**config.mk**
```make
export PLATFORM = sky130hd
export DESIGN_NAME = issue_scoreboard
export DESIGN_NICKNAME = d
export VERILOG_FILES = /design/src/rtl/issue_scoreboard_pkg.sv /design/src/rtl/sb_counter_file.sv /design/src/rtl/issue_scoreboard.sv
export SDC_FILE = /design/constraint.sdc
export NUM_CORES = 1
export LEC_CHECK = 0
export ABC_CLOCK_PERIOD_IN_PS = 5950
export BUFFER_PORTS_ARGS = -buffer_cell sky130_fd_sc_hd__clkbuf_2
export CAP_MARGIN = 30
export CORE_AREA = 2 2 116 118
export DETAILED_ROUTE_END_ITERATION = 10
export DIE_AREA = 0 0 118 120
export MAX_ROUTING_LAYER = met4
export PLACE_DENSITY = 0.92
export RECOVER_POWER = 50
export SLEW_MARGIN = 10
export SYNTH_ARGS = -nofsm -noshare
export SYNTH_HDL_FRONTEND = slang
export SYNTH_SLANG_ARGS = --single-unit
```
**constraint.sdc**
```tcl
create_clock -name clk -period 5.95 [get_ports clk]
set_input_delay 1.4875 -clock clk [delete_from_list [all_inputs] [get_ports clk]]
set_output_delay 1.4875 -clock clk [all_outputs]
set_load 0.01 [all_outputs]
```
**src/rtl/issue_scoreboard_pkg.sv**
```systemverilog
// issue_scoreboard_pkg: shared FSM encodings, register constants and parameter defaults
// Revision: 1.0
`default_nettype none

package issue_scoreboard_pkg;

  typedef enum logic [1:0] {
    ST_RUN   = 2'd0,
    ST_DRAIN = 2'd1,
    ST_FLUSH = 2'd2
  } state_t;

  localparam logic [4:0] REG_ZERO = 5'd0;

  localparam int DEF_MAX_INFLIGHT = 3;
  localparam int DEF_FLUSH_CYC    = 1;

endpackage

`default_nettype wire

```
**src/rtl/sb_counter_file.sv**
```systemverilog
// sb_counter_file: 31 saturating pending-write counters, one increment and two decrement ports
// Revision: 1.0
`default_nettype none

module sb_counter_file #(
  parameter int CNT_W = 2
) (
  input  logic             clk,
  input  logic             rst_n,
  input  logic             inc_en,
  input  logic [4:0]       inc_idx,
  input  logic             dec0_en,
  input  logic [4:0]       dec0_idx,
  input  logic             dec1_en,
  input  logic [4:0]       dec1_idx,
  input  logic [4:0]       rs1_idx,
  input  logic [4:0]       rs2_idx,
  input  logic [4:0]       rd_idx,
  output logic [CNT_W-1:0] rs1_cnt,
  output logic [CNT_W-1:0] rs2_cnt,
  output logic [CNT_W-1:0] rd_cnt,
  output logic             underflow
);

  logic [CNT_W-1:0] pend     [32];
  logic [CNT_W-1:0] pend_nxt [32];
  logic [31:0]      uf_vec;

  // Entry 0 is never updated, so x0 always reads as zero pending writes.
  always_comb begin
    logic [CNT_W:0] up;
    logic [1:0]     dn;
    logic [CNT_W:0] diff;
    up     = '0;
    dn     = '0;
    diff   = '0;
    uf_vec = '0;
    for (int r = 0; r < 32; r++) begin
      pend_nxt[r] = '0;
      if (r != 0) begin
        up   = {1'b0, pend[r]} + {{CNT_W{1'b0}}, (inc_en && inc_idx == 5'(r))};
        dn   = {1'b0, (dec0_en && dec0_idx == 5'(r))} + {1'b0, (dec1_en && dec1_idx == 5'(r))};
        diff = up - (CNT_W+1)'(dn);
        if ((CNT_W+1)'(dn) > up) begin
          uf_vec[r] = 1'b1;
        end else begin
          pend_nxt[r] = diff[CNT_W-1:0];
        end
      end
    end
  end

  always_ff @(posedge clk) begin
    for (int r = 0; r < 32; r++) begin
      if (!rst_n) pend[r] <= '0;
      else        pend[r] <= pend_nxt[r];
    end
  end

  assign rs1_cnt   = pend[rs1_idx];
  assign rs2_cnt   = pend[rs2_idx];
  assign rd_cnt    = pend[rd_idx];
  assign underflow = |uf_vec;

endmodule

`default_nettype wire

```
**src/rtl/issue_scoreboard.sv**
```systemverilog
// issue_scoreboard: in-order issue control with RAW/capacity hold, serial drain and redirect flush
// Revision: 1.0
`default_nettype none

module issue_scoreboard
  import issue_scoreboard_pkg::*;
#(
  parameter int MAX_INFLIGHT = DEF_MAX_INFLIGHT,
  parameter int CNT_W        = 2,
  parameter int FLUSH_CYC    = DEF_FLUSH_CYC,
  parameter int WB_BYPASS    = 1
) (
  input  logic       clk,
  input  logic       rst_n,
  input  logic       id_valid,
  input  logic [4:0] id_rs1,
  input  logic       id_rs1_used,
  input  logic [4:0] id_rs2,
  input  logic       id_rs2_used,
  input  logic [4:0] id_rd,
  input  logic       id_rwen,
  input  logic       id_serial,
  output logic       id_ready,
  input  logic       ex_redirect,
  input  logic       kill_valid,
  input  logic [4:0] kill_rd,
  input  logic       kill_rwen,
  input  logic       wb_valid,
  input  logic [4:0] wb_rd,
  input  logic       wb_rwen,
  output logic       flush_id,
  output logic       stall_if,
  output logic [2:0] inflight,
  output logic       err
);

  localparam logic [2:0] MAX_INF       = 3'(MAX_INFLIGHT);
  localparam int         FLUSH_INIT_I  = (FLUSH_CYC > 0) ? FLUSH_CYC - 1 : 0;
  localparam logic [1:0] FLUSH_INIT    = FLUSH_INIT_I[1:0];
  localparam logic [CNT_W-1:0] CNT_ONE = CNT_W'(1);

  state_t           state, state_nxt;
  logic [1:0]       flush_cnt, flush_cnt_nxt;
  logic [2:0]       inflight_nxt;
  logic             inf_uf, pend_uf;
  logic [CNT_W-1:0] rs1_cnt, rs2_cnt, wb_cnt;
  logic             issue, raw, cap_full, src1_haz, src2_haz;
  logic             wb_hit1, wb_hit2, wb_last;

  sb_counter_file #(.CNT_W(CNT_W)) u_counters (
    .clk       (clk),
    .rst_n     (rst_n),
    .inc_en    (issue & id_rwen),
    .inc_idx   (id_rd),
    .dec0_en   (wb_valid & wb_rwen),
    .dec0_idx  (wb_rd),
    .dec1_en   (kill_valid & kill_rwen),
    .dec1_idx  (kill_rd),
    .rs1_idx   (id_rs1),
    .rs2_idx   (id_rs2),
    .rd_idx    (wb_rd),
    .rs1_cnt   (rs1_cnt),
    .rs2_cnt   (rs2_cnt),
    .rd_cnt    (wb_cnt),
    .underflow (pend_uf)
  );

  // A source hit by a writeback that retires its last pending write is already resolved.
  assign wb_last  = (WB_BYPASS != 0) & wb_valid & wb_rwen & (wb_cnt == CNT_ONE);
  assign wb_hit1  = wb_last & (wb_rd == id_rs1);
  assign wb_hit2  = wb_last & (wb_rd == id_rs2);
  assign src1_haz = id_rs1_used & (id_rs1 != REG_ZERO) & (rs1_cnt != '0) & ~wb_hit1;
  assign src2_haz = id_rs2_used & (id_rs2 != REG_ZERO) & (rs2_cnt != '0) & ~wb_hit2;
  assign raw      = src1_haz | src2_haz;
  assign cap_full = (inflight == MAX_INF) & ~(wb_valid | kill_valid);
  assign issue    = id_valid & id_ready;

  always_comb begin
    logic [3:0] up;
    logic [3:0] dn;
    logic [3:0] diff;
    up           = {1'b0, inflight} + {3'b000, issue};
    dn           = {3'b000, wb_valid} + {3'b000, kill_valid};
    diff         = up - dn;
    inf_uf       = 1'b0;
    inflight_nxt = diff[2:0];
    if (dn > up) begin
      inf_uf       = 1'b1;
      inflight_nxt = '0;
    end
  end

  always_comb begin
    state_nxt     = state;
    flush_cnt_nxt = flush_cnt;
    id_ready      = 1'b0;
    flush_id      = 1'b0;
    case (state)
      ST_RUN: begin
        id_ready = id_valid & ~raw & ~cap_full & ~ex_redirect
                 & ~(id_serial & (inflight != '0));
        if (id_valid & id_serial & (inflight != '0) & ~ex_redirect)
          state_nxt = ST_DRAIN;
      end
      ST_DRAIN: begin
        if (inflight_nxt == '0) state_nxt = ST_RUN;
      end
      ST_FLUSH: begin
        if (flush_cnt == '0) state_nxt = ST_RUN;
        else                 flush_cnt_nxt = flush_cnt - 2'd1;
      end
      default: state_nxt = ST_RUN;
    endcase
    if (ex_redirect) begin
      flush_id      = 1'b1;
      id_ready      = 1'b0;
      state_nxt     = (FLUSH_CYC > 0) ? ST_FLUSH : ST_RUN;
      flush_cnt_nxt = FLUSH_INIT;
    end
    if (!rst_n) begin
      id_ready = 1'b0;
      flush_id = 1'b0;
    end
  end

  assign stall_if = ~rst_n | (id_valid & ~id_ready & ~flush_id);

  always_ff @(posedge clk) begin
    if (!rst_n) begin
      state     <= ST_RUN;
      flush_cnt <= '0;
      inflight  <= '0;
      err       <= 1'b0;
    end else begin
      state     <= state_nxt;
      flush_cnt <= flush_cnt_nxt;
      inflight  <= inflight_nxt;
      if (inf_uf | pend_uf) err <= 1'b1;
    end
  end

endmodule

`default_nettype wire

```
==> impl_results.md, run 1 <==
- Status: complete, but fails checks
- Failing checks: capacitance limit, slew limit
- Initial DRC Count: 896
- Max Cap Viol: 1
- NetSw: ~0.45 mW
- DRT Wirelength: 23.05 mm
- Final Slew Violations: 37
- Avg Vias per Cell: 6.295
- Setup TNS: 0 ps
- Cell Area, Synth: approximately 8000 sq um
- GRT Util Overall: 34.54%
- Hpwl dp: between 15 and 20 mm
- Routability cong.: 1.059
- Met1 wire length: 8.601 mm
- GRT overflow: 0
- Fraction of layout cells with a size suffix above 1: 9.232%
- PostCTS Resize Cnt: 0
- Kind of end point of the critical path: flip-flop
- Clock Path Buffers: 2
- Hold Path Depth: 1
- RSZ-0062 raised after global routing: no
- Worst-case vdd ir drop: 0.0001519 V
- Initial antenna violation count: 0
- Routed Antenna Nets: 0
- Primary FF master, synth: dfxtp_1
- Final period util: between 90% and 100%
- Ys async rst share: 0%
- Core ar.: between 10000 and 15000 sq um
- Arr. time, crit path: 5850 ps
- Pre-antenna DRT Iters: 7
- Critical Path Start Type: input pin
- Post-synthesis cell count: 994
- Final Hold Fails: 0
- Crit path time final: 5632 ps
- Worst Hold Class: flip-flop to flip-flop
- Endpoints failing setup: 0
- FF-to-FF setup slack: 1110 ps
- Reg power frac: between 30% and 40%
- Vias in the first global route: 7675
- CP max FO: 32
- Critical path data required time: 6170 ps
- CTS Buf Count: 9
- Hold EP: state[0]$_SDFFE_PP0P_
- Slowest cell on crit path: mux4_1
- Drt wl/cell: 19.12 um
- Via Count: 7585
- Crit Path Class: input pin to flip-flop
- # clock sinks: 70
- Met2 routed WL: 10.25 mm
- First-pass GRT wire length: 37.56 mm
- Sw Share: 32.57%
- Largest net degree at the start of global routing: 37
- Reg-to-Reg Start: u_counters.pend[15][0]$_SDFF_PN0_
- Sequential share of the synthesized area: 17.41%
- Peak Freq: around 180 MHz
- Clock Latency Late Sink: 350 ps
- Clk pwr share: 38.2%
- FP Rows: 42
- Io pins: 44
- Initial Util: 62.01%
- CTS Hold Bufs: 0
- Power Internal: 0.9388 mW
- Setup bufs post-CTS: 0
- Comb pwr share: between 20% and 30%
- DR top layer: met4
- Ant diodes: 0
- P&R area growth vs syn: 7.772%
- Most common cell on crit path: ha_1
- Actual slew at the worst max-slew pin: about 2200 ps
- Routed length on met3: around 2.7 mm
- Relative slew slack: -46.24%
- Synth warnings: 0
- Setup Skew: between 9 and 10 ps
- Leak: around 4.0 nW
- PD cells: 160.5 nW/um^2
- CTS root buf: clkbuf_16
- H-tree Lvls: 3
- Mapped Avg Cell Area: 8.098 sq um
- Chip height: 120 um
- Nets: between 1k and 1.5k
- Detailed-route DRC error count: 0
- CP Cell Sequence: clkbuf_2, mux4_1, mux4_2, nand2b_1, o21ai_2, a32oi_4, buf_12, nor4_2, ha_1, ha_1, inv_1, ha_1, nor2b_1, o21ai_0, nand4_1, nor4_1, a31oi_1
- Worst Reg-to-Reg Cells: 17
- Post-synthesis register bit count: 70
- Syn Nets: 1227
- Post-synth cell types: 59
- Number of enable flip-flop cells after synthesis: 0
- Tot Pwr: ~1.4 mW
- Reg2reg end: err$_SDFFE_PN0P_
- Port bufs: between 40 and 50
- Die area: 14160 sq um
- Clock slew seen by the registers of the worst setup and hold paths: 60 ps
- Die Wd: about 120 um
- CTS tree: done
- Hold wc startpoint: state[1]$_SDFFE_PN0P_
- Crit path largest cell delay: 590 ps
## routing by layer
metal  global-route usage [%]  vias up
met5                        -        -
met4                    18.98        0
met3                    9.030      134
met2                    55.96      498
met1                    39.10     3479
li1                         -     3474
## worst max-delay path by stage
stage / start / endpoint / cells after the start
floorplan: id_rs1[2] / err$_SDFFE_PN0P_ / 17
global placement: wb_rd[0] / err$_SDFFE_PN0P_ / 17
detailed placement: wb_rd[0] / err$_SDFFE_PN0P_ / 17
CTS: wb_rd[0] / err$_SDFFE_PN0P_ / 17
global route: id_rs2[2] / err$_SDFFE_PN0P_ / 17
finish: wb_rd[0] / err$_SDFFE_PN0P_ / 17
## power groups by stage
stage / sequential (mW) / combinational (mW) / clock [mW]
3_5_place_dp: 0.521 / 0.341 / 0
5_1_grt: 0.515 / 0.380 / 0.545
6_report: 0.512 / 0.349 / 0.531
3_3_place_gp: 0.520 / 0.330 / 0
2_1_floorplan: 0.519 / 0.232 / 0
4_1_cts: 0.511 / 0.344 / 0.529
## cell usage in the layout, fill, tap and decap left out, types with 4 or more instances in the layout
cell type    n
a21oi_1     44
a311oi_1     4
a31oi_1      7
buf_4       14
clkbuf_1    11
clkbuf_16    9
clkbuf_2    37
dfxtp_1     70
ha_1       195
inv_1      108
mux4_1       7
mux4_2      14
nand2_1     61
nand2b_1    17
nand3_1     10
nand3b_1     6
nand4_1      7
nor2_1     169
nor2b_1     33
nor3_1      18
nor4_1      33
nor4b_1      5
o21ai_0     40
or2_1        4
or2_2        5
or3_1        8
xnor2_1      7
xor2_1      37
## cell type report
| class | instances | area, sq um |
|---|---|---|
| multi-input combinational | 775 | 6010 |
| clock buffer | 16 | 281.5 |
| sequential | 70 | 1401 |
| fill | 1030 | 4305 |
| inverter | 108 | 405.4 |
| tap | 176 | 220.2 |
| timing repair buffer | 60 | 356.6 |
## logic make-up (layout without fill, tap and decap cells)
group | count (synthesis) | count (layout) | share of synthesized area (%)
AOI/OAI and AO/OA | 120 | 120 | 9.125
xor gates and xnor gates | 44 | 44 | 4.788
adders and majority gates | 196 | 196 | 30.56
buffers and inverters | 149 | 184 | 7.835
DFF | 70 | 70 | 17.41
muxes | 26 | 26 | 6.855
and+or+nand+nor | 389 | 389 | 23.43
## through the flow
| stage | util (%) | setup slack [ps] | area [sq um] | hold WS [ps] | std cells |
|---|---|---|---|---|---|
| after floorplan | - | 792.3 | 8049 | 411.4 | 994 |
| after global placement | 64.81 | 264.1 | 8412 | 443.9 | 1189 |
| after CTS | 66.98 | 408.2 | 8693 | 447.0 | 1205 |
| final | 66.83 | 318.2 | 8675 | 446.3 | 1205 |
| after global routing | 66.83 | 152.0 | 8675 | 466.8 | 1205 |
| after detailed placement | 64.81 | 114.1 | 8412 | 439.0 | 1189 |
## sequential cells by signal, summed over array words and instances, names as in the netlist
register,flops
inflight,3
flush_cnt,2
err,1
u_counters.pend,62
state,2
## worst max-delay path: cells and delay by family
kind,cells,cell delay (ps)
mux,2,1080
compound gates,4,850
buf+inv,3,510
fa+ha+maj,3,700
simple gates,5,1220
## cell usage after synthesis (2+ instances only)
| cell | n | area [sq um] |
|---|---|---|
| a211oi_1 | 3 | 22.52 |
| a21oi_1 | 44 | 220.2 |
| a2bb2oi_1 | 2 | 17.52 |
| a311oi_1 | 4 | 35.03 |
| a31oi_1 | 7 | 43.79 |
| and3_1 | 2 | 12.51 |
| buf_1 | 7 | 26.28 |
| buf_2 | 6 | 30.03 |
| buf_6 | 7 | 78.83 |
| clkbuf_1 | 20 | 75.07 |
| dfxtp_1 | 70 | 1401 |
| ha_1 | 195 | 2440 |
| inv_1 | 108 | 405.4 |
| mux2_2 | 2 | 22.52 |
| mux2i_1 | 3 | 30.03 |
| mux4_1 | 7 | 183.9 |
| mux4_2 | 14 | 315.3 |
| nand2_1 | 61 | 229.0 |
| nand2b_1 | 17 | 106.4 |
| nand3_1 | 10 | 50.05 |
| nand3b_1 | 6 | 45.04 |
| nand4_1 | 7 | 43.79 |
| nor2_1 | 169 | 634.4 |
| nor2b_1 | 33 | 206.5 |
| nor3_1 | 18 | 90.09 |
| nor3b_1 | 3 | 22.52 |
| nor4_1 | 32 | 200.2 |
| nor4_2 | 3 | 37.54 |
| nor4b_1 | 5 | 43.79 |
| o2111ai_1 | 3 | 26.28 |
| o211ai_1 | 3 | 22.52 |
| o21ai_0 | 40 | 200.2 |
| or2_1 | 4 | 25.02 |
| or2_2 | 5 | 31.28 |
| or3_1 | 8 | 50.05 |
| xnor2_1 | 7 | 61.31 |
| xor2_1 | 37 | 324.1 |
Note: power is estimated with default switching activity, not from simulation.
==> run 2, diff against run 1 <==
Settings changed: ABC_CLOCK_PERIOD_IN_PS 5950 to not set, CORE_AREA 2 2 116 118 to 2 2 112 114, DIE_AREA 0 0 118 120 to 0 0 114 116, PLACE_DENSITY 0.92 to 0.95.
Clock period 5.95 ns to 7.1 ns, I/O delays scaled along.
==> run 2 against run 1 <==
Compared with the run above:
- the flow still finishes with violations (capacitance limit, slew limit)
- clock power down 19%
- flip-flop and latch count stayed put
- count of clock-buffer cells in the layout down 4
- critical path depth unchanged
- hold slack better by 11 ps
- non-clock buffer count decreased by 3
- register-to-register slack better by 570 ps
- global-route usage is 5.7 points higher
- via count up 0.78%
- routed wire length grew 7.7%
- core utilization up 5.0 points
- critical path type unchanged
==> impl_results.md, run 2 (synthesis gave the netlist of run 1 again) <==
- Worst Reg-to-Reg Cells: 17 (unchanged)
- Fraction of layout cells with a size suffix above 1: 8.772% (-0.46 points)
- Final Hold Fails: 0 (unchanged)
- H-tree Lvls: 3 (unchanged)
- Peak Freq: 150.9 MHz
- Final core utilization: 71.87% (+5.0 points)
- Crit path largest cell delay: 590 ps (about the same)
- Die Wd: 114 um (-3.4%)
- Die area: 13220 sq um (-6.6%)
- Arr. time, crit path: 6840 ps (+990 ps)
- Power Internal: 0.7599 mW (-19%)
- Place WS: 425.1 ps (+311.0 ps)
- Final Cell Area: 8561 sq um (-1.3%)
- FP Rows: 40 (-4.8%)
- Met1 global-route usage: 43.76% (+4.7 points)
- Most common cell after layout, fill and taps aside: ha_1
- Vias in the first global route: 7643 (-0.42%)
- Clock Latency Late Sink: 350 ps (about the same)
- Reg2reg end: err$_SDFFE_PN0P_
- Reg-to-Reg Start: u_counters.pend[7][0]$_SDFF_PN0_
- Clock Path Buffers: 2 (unchanged)
- GRT overflow: 0 (unchanged)
- Hold EP: state[0]$_SDFFE_PP0P_
- Setup TNS: 0 ps (unchanged)
- Leak: 3.939 nW (-1.0%)
- Endpoints failing setup: 0 (unchanged)
- Critical Path Start Type: input pin
- Failing checks: capacitance limit, slew limit
- Global route hottest layer: met2
- CTS tree: done
- Hold wc startpoint: state[1]$_SDFFE_PN0P_
- Ant diodes: 0 (unchanged)
- Status: complete, but fails checks
- Max Cap Viol: 1 (unchanged)
- First-pass GRT wire length: 39.21 mm (+4.4%)
- Max reg flops: 62 (unchanged)
- Setup Skew: 6.265 ps (-3.549 ps)
- Drt wl/cell: 21.15 um (+11%)
- Final Slew Violations: 37 (unchanged)
- Clk pwr share: 37.2% (-1.0 points)
- Worst Hold Class: flip-flop to flip-flop
- Most flop-heavy register: u_counters.pend
- DRT Wirelength: 24.81 mm (+7.7%)
- Initial antenna violation count: 0 (unchanged)
- RSZ-0062 raised after global routing: no
- Core ar.: 11910 sq um (-8.2%)
- Largest regs: u_counters.pend x62, inflight x3
- Crit path time final: 6628 ps
- M3 GR Usage: 12.03% (+3.0 points)
- Comb pwr share: 25.3% (+0.2 points)
- Chip height: 116 um (-3.3%)
- Port bufs: 43 (unchanged)
- FF-to-FF setup slack: 1680 ps (+570 ps)
- Initial DRC Count: 961 (+7.3%)
- Reg power frac: 37.5% (+0.7 points)
- # clock sinks: 70 (unchanged)
- Routability cong.: 1.086 (+2.6%)
- PostCTS Resize Cnt: 0 (unchanged)
- Pre-antenna DRT Iters: 6 (-1)
- Actual slew at the worst max-slew pin: 2155 ps (-38.47 ps)
- Io pins: 44 (unchanged)
- Hpwl dp: 19.31 mm (+8.6%)
- Worst-case vdd ir drop: 0.0001284 V (-15%)
- CTS Hold Bufs: 0 (unchanged)
- Worst setup margin: 471.8 ps (+153.7 ps)
- Grt met2 use: 62.94% (+7.0 points)
- Critical path data required time: 7310 ps (+1140 ps)
- Avg Vias per Cell: 6.517 (+3.5%)
- Slowest cell on crit path: mux4_2
- Final period util: 93.35%
- Most common cell on crit path: ha_1
- Crit Path Class: input pin to flip-flop
- Sw Share: 33.94% (+1.4 points)
- Setup bufs post-CTS: 0 (unchanged)
- Commonest cells after routing, fill and taps aside: ha_1, nor2_1, inv_1, dfxtp_1, nand2_1
- CP Cell Sequence: clkbuf_2, mux4_2, a221oi_2, a2111oi_0, o21ai_0, o211ai_2, buf_4, nor4_1, ha_1, ha_1, inv_1, ha_1, nor2b_1, o21ai_0, nand4_1, nor4_1, a31oi_1
- Hold Path Depth: 1 (unchanged)
- CTS Buf Count: 9 (unchanged)
- PD cells: 134.4 nW/um^2 (-16%)
- CTS root buf: clkbuf_16
- Relative slew slack: -43.68% (+2.6 points)
- Routed Antenna Nets: 0 (unchanged)
- CP max FO: 16 (-50%)
- Placed Area: 8328 sq um (-1.0%)
- Clock slew seen by the registers of the worst setup and hold paths: 60 ps (about the same)
- NetSw: 0.3905 mW (-14%)
- GRT Util Overall: 40.19% (+5.7 points)
- Family with the most delay on the worst path: compound AO/OA/AOI/OAI gates
- Largest net degree at the start of global routing: 37 (unchanged)
- P&R area growth vs syn: 6.358%
- Kind of end point of the critical path: flip-flop
- Via Count: 7644 (+0.78%)
- Nets: 1254 (-0.24%)
- Detailed-route DRC error count: 0 (unchanged)
- Buffers & Inverters on Critical Path: 3 (unchanged)
- Initial Util: 67.57% (+5.6 points)
## run 2: changes by cell type in the layout (fill, tap and decap cells not counted)
| cell | previous run | this run |
|---|---|---|
| buf_12 | 2 | 0 |
| buf_4 | 14 | 10 |
| clkbuf_1 | 11 | 12 |
| clkbuf_8 | 3 | 1 |
| clkinv_2 | 0 | 3 |
| clkinvlp_4 | 0 | 1 |
| nor4_1 | 33 | 34 |
| nor4_2 | 2 | 1 |
| o21ai_0 | 40 | 41 |
| o21ai_1 | 1 | 0 |
## run 2: worst max-delay path by stage
stage | from | to | depth (start not counted) | slack [ps]
4_1_cts | wb_rd[0] | err$_SDFFE_PN0P_ | 17 | 680
3_5_place_dp | wb_rd[0] | err$_SDFFE_PN0P_ | 17 | 430
2_1_floorplan | id_rs1[2] | stall_if | 7 | 1510
5_1_grt | id_rs2[2] | err$_SDFFE_PN0P_ | 17 | 340
6_report | id_rs2[1] | err$_SDFFE_PN0P_ | 17 | 470
3_3_place_gp | wb_rd[0] | err$_SDFFE_PN0P_ | 17 | 510
## run 2: power by group through the flow
stage	Sequential, mW	Clock (mW)	Combinational [mW]
after detailed placement	0.439	0	0.282
after global placement	0.439	0	0.273
after CTS	0.431	0.428	0.284
after floorplan	0.435	0	0.195
after global routing	0.433	0.446	0.314
final	0.432	0.428	0.291
## run 2: per-stage QoR
| step | cells | total power, mW | hold slack [ps] |
|---|---|---|---|
| 5_1_grt | 1173 | 1.193 | 489.6 |
| 3_3_place_gp | 1157 | 0.7118 | 436.3 |
| 4_1_cts | 1173 | 1.143 | 452.9 |
| 6_report | 1173 | 1.150 | 457.1 |
| 3_5_place_dp | 1157 | 0.7211 | 440.2 |
| 2_1_floorplan | 994 | 0.6294 | 411.4 |
## run 2: area by class of cell
cell class	count	area, sq um
Clock buffer	12	246.5
Inverter	108	405.4
Timing Repair Buffer	57	297.8
Tap cell	147	183.9
Fill cell	923	3351
Clock inverter	4	22.52
Multi-Input combinational cell	775	6003
Sequential cell	70	1401
## run 2: metal layers
| metal | wire, um | vias to the layer above | part of all wire (%) |
|---|---|---|---|
| met2 | 10710 | 539 | 43 |
| met5 | 0 | - | 0 |
| met3 | 3096 | 187 | 12 |
| li1 | - | 3470 | - |
| met4 | 2186 | 0 | 8.8 |
| met1 | 8819 | 3448 | 36 |
